--- src/rtl/ir_prefetch.sv ---
// Instruction register fed by a small prefetch FIFO.
// Assembles one-word or two-word (opcode + immediate) instructions for the controller.
module ir_prefetch #(
  parameter  int IW    = 8,
  parameter  int DEPTH = 4,
  localparam int LW    = $clog2(DEPTH + 1)
) (
  input  logic          clk,
  input  logic          RST,
  input  logic          flush,
  input  logic          in_valid,
  output logic          in_ready,
  input  logic [IW-1:0] in_data,
  output logic          out_valid,
  input  logic          out_ready,
  output logic [IW-1:0] opcode,
  output logic [IW-1:0] immediate,
  output logic          has_imm,
  output logic [LW-1:0] level
);

  localparam int PW = $clog2(DEPTH);

  // state    | meaning
  // S_EMPTY  | no instruction held, waiting for an opcode word
  // S_HALF   | opcode held, waiting for its immediate word
  // S_FULL   | complete instruction presented on out_valid
  typedef enum logic [1:0] {
    S_EMPTY = 2'd0,
    S_HALF  = 2'd1,
    S_FULL  = 2'd2
  } state_t;

  state_t        state, state_nxt;
  logic [IW-1:0] mem [DEPTH];
  logic [PW-1:0] wr_ptr, rd_ptr;
  logic [LW-1:0] count;
  logic [IW-1:0] head;
  logic          has_words;
  logic          push, pop, load_op, load_imm;

  assign head      = mem[rd_ptr];
  assign has_words = (count != '0);
  // RST gating keeps in_ready low for the whole time reset is held
  assign in_ready  = RST && (count < LW'(DEPTH)) && !flush;
  assign push      = in_valid && in_ready;
  assign out_valid = (state == S_FULL);
  assign level     = count;

  always_comb begin
    state_nxt = state;
    pop       = 1'b0;
    load_op   = 1'b0;
    load_imm  = 1'b0;
    if (flush) begin
      state_nxt = S_EMPTY;
    end else begin
      case (state)
        S_EMPTY: begin
          if (has_words) begin
            pop       = 1'b1;
            load_op   = 1'b1;
            state_nxt = head[IW-1] ? S_HALF : S_FULL;
          end
        end
        S_HALF: begin
          if (has_words) begin
            pop       = 1'b1;
            load_imm  = 1'b1;
            state_nxt = S_FULL;
          end
        end
        S_FULL: begin
          if (out_ready) begin
            if (has_words) begin
              pop       = 1'b1;
              load_op   = 1'b1;
              state_nxt = head[IW-1] ? S_HALF : S_FULL;
            end else begin
              state_nxt = S_EMPTY;
            end
          end
        end
        default: state_nxt = S_EMPTY;
      endcase
    end
  end

  always_ff @(posedge clk or negedge RST) begin
    if (!RST) begin
      state <= S_EMPTY;
    end else begin
      state <= state_nxt;
    end
  end

  always_ff @(posedge clk or negedge RST) begin
    if (!RST) begin
      wr_ptr <= '0;
      rd_ptr <= '0;
      count  <= '0;
    end else if (flush) begin
      wr_ptr <= '0;
      rd_ptr <= '0;
      count  <= '0;
    end else begin
      if (push) wr_ptr <= wr_ptr + PW'(1);
      if (pop)  rd_ptr <= rd_ptr + PW'(1);
      case ({push, pop})
        2'b10:   count <= count + LW'(1);
        2'b01:   count <= count - LW'(1);
        default: count <= count;
      endcase
    end
  end

  // Storage is not reset; only words below count are ever read.
  always_ff @(posedge clk) begin
    if (push) mem[wr_ptr] <= in_data;
  end

  always_ff @(posedge clk or negedge RST) begin
    if (!RST) begin
      opcode    <= '0;
      immediate <= '0;
      has_imm   <= 1'b0;
    end else if (flush) begin
      opcode    <= '0;
      immediate <= '0;
      has_imm   <= 1'b0;
    end else if (load_op) begin
      opcode    <= head;
      immediate <= '0;
      has_imm   <= 1'b0;
    end else if (load_imm) begin
      immediate <= head;
      has_imm   <= 1'b1;
    end
  end

endmodule

--- config.mk ---
export PLATFORM = sky130hd
export DESIGN_NAME = ir_prefetch
export DESIGN_NICKNAME = d
export VERILOG_FILES = /design/src/rtl/ir_prefetch.sv
export SDC_FILE = /design/constraint.sdc
export NUM_CORES = 1
export LEC_CHECK = 0
export ABC_AREA = 1
export BUFFER_PORTS_ARGS = -buffer_cell sky130_fd_sc_hd__buf_2
export CELL_PAD_IN_SITES_DETAIL_PLACEMENT = 1
export CELL_PAD_IN_SITES_GLOBAL_PLACEMENT = 2
export CORE_MARGIN = 2
export CORE_UTILIZATION = 37
export DETAILED_ROUTE_END_ITERATION = 12
export GPL_TIMING_DRIVEN = 1
export PLACE_DENSITY_LB_ADDON = 0.05
export SYNTH_ARGS = -nofsm -noshare
export SYNTH_HDL_FRONTEND = slang
export SYNTH_SLANG_ARGS = --single-unit
--- constraint.sdc ---
create_clock -name clk -period 2.2 [get_ports clk]
set_input_delay 0.44 -clock clk [delete_from_list [all_inputs] [get_ports clk]]
set_output_delay 0.44 -clock clk [all_outputs]
set_load 0.02 [all_outputs]
* After elaboration in Yosys (flattened, before gate mapping)
Memory sizes are Yosys's and may differ from the RTL's. Index checks and enable logic that the tools add are counted.
Operators by class: add/sub/neg operators 4, magnitude comparators 1, equal/unequal tests 7, multiplexer cells 31, reductions and logical operators 13
Operators by type and width (number):
- $mux W8 | 5
- $mux W2 | 10
- $mux W1 | 11
- $reduce_bool A3 Y1 | 3
- $ne A3 B3 Y1 const B | 2
- $pmux W2 S3 | 1
- $pmux W3 S2 | 1
- $reduce_bool A2 Y1 | 3
- $add A2 B1 Y2 const B | 2
- $eq A2 B1 Y1 const B | 2
- $eq A2 B2 Y1 const B | 2
- $pmux W1 S2 | 2
- $add A3 B1 Y3 const B | 1
- $logic_and A1 B1 Y1 | 3
- $lt A3 B3 Y1 const B | 1
- $mux W3 | 1
- $ne A3 B2 Y1 const B | 1
- $reduce_and A3 Y1 | 1
- $sub A3 B1 Y3 const B | 1
- $logic_not A2 Y1 | 1
- $reduce_or A2 Y1 | 1
- $logic_not A1 Y1 | 1
Word-level totals: flip-flop bits (word level) 26, RAM bits 32, input port bits 13, output and inout port bits 22, word-level logic and storage cells 64, memories 1
Memory list:
- mem | depth 4, bits a word 8, rd ports 1, clocked after memory_dff 0, wr ports 1, line 35 | logic [IW-1:0] mem [DEPTH];

* Longest topological paths before layout
depth after elaboration 8, mapped depth 14, depth with buffers taken out 14

* Worst setup path before layout
Ideal clock, no wire load.
kind flip-flop to flip-flop, start point register count[2] (netlist: level[2]), end point register count[2] (netlist: level[2]), library setup time 0.118 ns, arrival time 1.781 ns, data required time 2.082 ns, setup slack 0.301 ns, stages on the path, launching flop included 14, buffers on the path 0, period minus slack after synthesis 1.899 ns, cells stage by stage dfrtp_1 -> nor2_2 -> nand2_4 -> nand2_4 -> inv_4 -> nand2_2 -> inv_1 -> fa_1 -> xor2_1 -> inv_1 -> nand3_1 -> nand2_1 -> nand3_1 -> nand2_1
On the way: word-level cells in the longest chain between the ends 8, elaborated cells between the ends (all ways) 16, classes of those cells add/sub (2); order compare (1); eq/ne (2); mux (6); reduce/logical (5)
Ends and longest elaborated chain:
- from (decl) | line 37 | logic [LW-1:0] count;
- from (signal assigned) | line 110 | 2'b10: count <= count + LW'(1);
- from (signal assigned) | line 111 | 2'b01: count <= count - LW'(1);
- from (signal assigned) | line 112 | default: count <= count;
- $reduce_bool A3 Y1 | line 43 | assign has_words = (count != '0);
- $mux W1 | line 60, 67, 75
- $mux W1 | line 74 | if (out_ready) begin
- $pmux W1 S2 | line 58 | case (state)
- $mux W1 | line 55 | if (flush) begin
- $eq A2 B1 Y1 / $eq A2 B2 Y1 (equally long branches) | line 109 | case ({push, pop})
- $pmux W3 S2 | line 109
- $mux W3 | line 102 | end else if (flush) begin
Parallel ways exist; a longest one is shown, timed or not. A chain may end at the register's enable or synchronous reset.

* Worst setup path in the final report
start point register count[1] (netlist: level[1]), end point register count[2] (netlist: level[2])
The elaborated chain is that of the path after synthesis.

==> flow_summary.ini <==
[run_status]
status = completed

[worst_setup_path]
start_kind = register
crit_type = reg -> reg
path_delay_family = simple AND/OR/NAND/NOR gates
worst-path-buf-inv = 3
crit_required_ns = 2.44
crit_fanout = 11
cp_slowest_cell = dfrtp_2
r2r_start = level[1]$_DFFE_PN0P_
cp.arrival_ns = 2.24
max_stage_delay_ns = 0.44
crit_chain = nor2_2 -> nand2_4 -> nand2_4 -> inv_4 -> nand2_2 -> inv_1 -> fa_1 -> xor2_1 -> inv_1 -> nand3_1 -> nand2_1 -> nand3_1 -> nand2_1
cp-end-kind = register
startpoint = level[1]$_DFFE_PN0P_

[floorplanning]
rows = 29
core-area_um2 = 6350
io_pins = 35
die-area_um2 = 7260
die_y_um = 85.2
initial_core_util_pct = 38.4
die_x_um = 85.2

[drt]
drt-met1-wl_um = 2730
drtPass1Iterations = 4
ant_nets = 0
avgRoutedWirePerCell_um = 16.8
wl_met3_um = 240
drtIter0Drc = 43
via_per_inst = 5.13
top_layer = met4
drt_wl_total_um = 5750
num_vias = 1756
route.detailed.drc = 0
route.met2.wl_um = 2640

[placement]
detailedPlace.worstSlack_ns = 0.163
port-buffer-count = 34
dp_hpwl_um = 4010
dp.cells = 326
routabilityCongestion = 0.743
placed_cell_area_um2 = 2730

[clock_network]
htree_levels = 3
cts_hold_buf = 0
cts-root-buf = clkbuf_8
postCtsSetupRepairBufs = 0
cts_tree = yes
clock_path_buffers = 2
clk_pin_slew_worst_paths_ns = 0.07
clkLatencyLatePin_ns = 0.35
cts_sinks = 58
numCtsBuffers = 9

[sta]
skew_ns = 0.00685
setup_slack_ns = 0.197
worst_slew_pin_slew_ns = 0.348
fin_crit_ns = 2.00
post-route-period-util_pct = 91.1
fmax_ghz = 0.499
final_max_slew_viol_count = 0
relSlewSlack_pct = 76.8
final.setup.tns_ns = 0
setup_violations = 0
rsz0062_at_grt = no
finalHoldViolCount = 0

[logic_synthesis]
synth-xor-area-share_pct = 0.359
synth_area_per_cell_um2 = 11.5
syn_area_um2 = 2440
synth.distinct_cells = 28
yosysWarningCount = 0
yosysSeqAreaShare_pct = 66.0
synth_fp_nets = 231
synth_compound_area_share_pct = 10.9
synth-seq-cells = 58
yosys-mux-area-fraction_pct = 0
synth-adder-area-share_pct = 2.87
syn_inst = 213
synth_top_family_by_area = simple AND/OR/NAND/NOR gates
synthSimpleGateAreaFrac_pct = 15.2

[global_route]
grt_max_degree = 27
grt_overflow_total = 0
grt_pass1_vias = 1844
antenna_found_initial = 0
grt_usage_pct = 17.5
grt_first_pass_wirelength_um = 9460

[final_layout]
multi_input_area_um2 = 717
final_nets = 278
final_cells = 342
final_layout_size_suffix_gt1_share_pct = 27.9
fin_util_pct = 46.3
postLayoutCellArea_um2 = 2940
final_common_cell = buf_2
fillers = 690
regArea_um2 = 1610
layout_common_cells = buf_2 (34), edfxtp_1 (32), nand3_1 (25), dfrtp_1 (25), nand2_1 (21)
n_antenna_cell = 0
area_delta_synth_final_pct = 20.5

[power_and_ir_drop]
power_density_nw_per_um2 = 1310
power.leakage_nw = 1.30
ir_worst_vdd_mv = 0.655

[min_path]
hold_path.class = in -> async

[job]
drv_cap = 0
power breakdown:
| part | internal, mW | switching, mW |
|---|---|---|
| Clock | 0.630 | 0.424 |
| Sequential | 1.31 | 0.145 |
| Combinational | 0.416 | 0.912 |
| Total | 2.36 | 1.48 |
through the flow:
stage,hold WS (ns),total power [mW]
6_report,0.106,3.84
3_3_place_gp,0.465,2.76
5_1_grt,0.131,4.09
4_1_cts,0.111,3.88
2_1_floorplan,0.144,2.39
3_5_place_dp,0.488,2.82
kinds of logic after synthesis:
group / count (synthesis)
XOR/XNOR: 1
AND/OR/NAND/NOR: 77
flip-flops: 58
adder cells (fa/ha/maj): 5
buffers and inverters: 25
AO/OA/AOI/OAI: 47
final timing paths:
kind,to,slack [ns],depth (start not counted)
worst min-delay path,level[1]$_DFFE_PN0P_,0.11,2
min in group clk,mem[1][4]$_DFFE_PP_,0.31,1
max in group asynchronous,level[1]$_DFFE_PN0P_,1.82,2
worst min register to register,has_imm$_DFFE_PN0P_,0.51,2
worst max register to register,level[2]$_DFFE_PN0P_,0.20,13
worst max-delay path,level[2]$_DFFE_PN0P_,0.20,13
layer usage:
layer,global-route usage (%),vias up
met5,0,-
li1,-,835
met1,22.8,871
met3,4.67,12
met2,27.2,38
met4,8.23,0
flip-flops by register name, summed over array words and instances, names as in the netlist:
| register | flops |
|---|---|
| has_imm | 1 |
| mem | 32 |
| opcode | 8 |
| wr_ptr | 2 |
| state | 2 |
| rd_ptr | 2 |
| immediate | 8 |
| level | 3 |
synthesized netlist by cell type:
| master | n | area share [%] |
|---|---|---|
| inv_2 | 4 | 0.61 |
| nor2_2 | 2 | 0.51 |
| nand3_2 | 1 | 0.41 |
| nand2_2 | 5 | 1.3 |
| ha_1 | 4 | 2.1 |
| o22a_1 | 7 | 2.5 |
| a21oi_1 | 2 | 0.41 |
| a21oi_2 | 1 | 0.36 |
| buf_4 | 1 | 0.31 |
| inv_4 | 2 | 0.51 |
| nand2_4 | 2 | 0.92 |
| inv_1 | 13 | 2.0 |
| o22ai_1 | 1 | 0.26 |
| buf_1 | 2 | 0.31 |
| o21ai_0 | 17 | 3.5 |
| buf_2 | 2 | 0.41 |
| nand4_2 | 1 | 0.51 |
| nand2_1 | 21 | 3.2 |
| nor3_1 | 1 | 0.20 |
| fa_1 | 1 | 0.82 |
| buf_6 | 1 | 0.46 |
| nor2_1 | 18 | 2.8 |
| nand3_1 | 25 | 5.1 |
| edfxtp_1 | 32 | 39 |
| nand4_1 | 1 | 0.26 |
| o21ai_1 | 19 | 3.9 |
| dfrtp_1 | 26 | 27 |
| xor2_1 | 1 | 0.36 |
final cells by class:
class / instances / share of cell area, %
Sequential cell: 58 / 54.8
Clock inverter: 6 / 2.76
Multi-Input combinational cell: 130 / 24.4
Clock buffer: 10 / 4.34
Inverter: 19 / 2.59
Timing Repair Buffer: 42 / 7.83
Tap cell: 77 / 3.28
what timing repair did:
item / CTS / global route
endpoints found under the hold margin: 0 / 0
setup endpoints to repair: 0 / 1
gates resized for setup: 0 / 1
(Power assumes the default switching activity.)
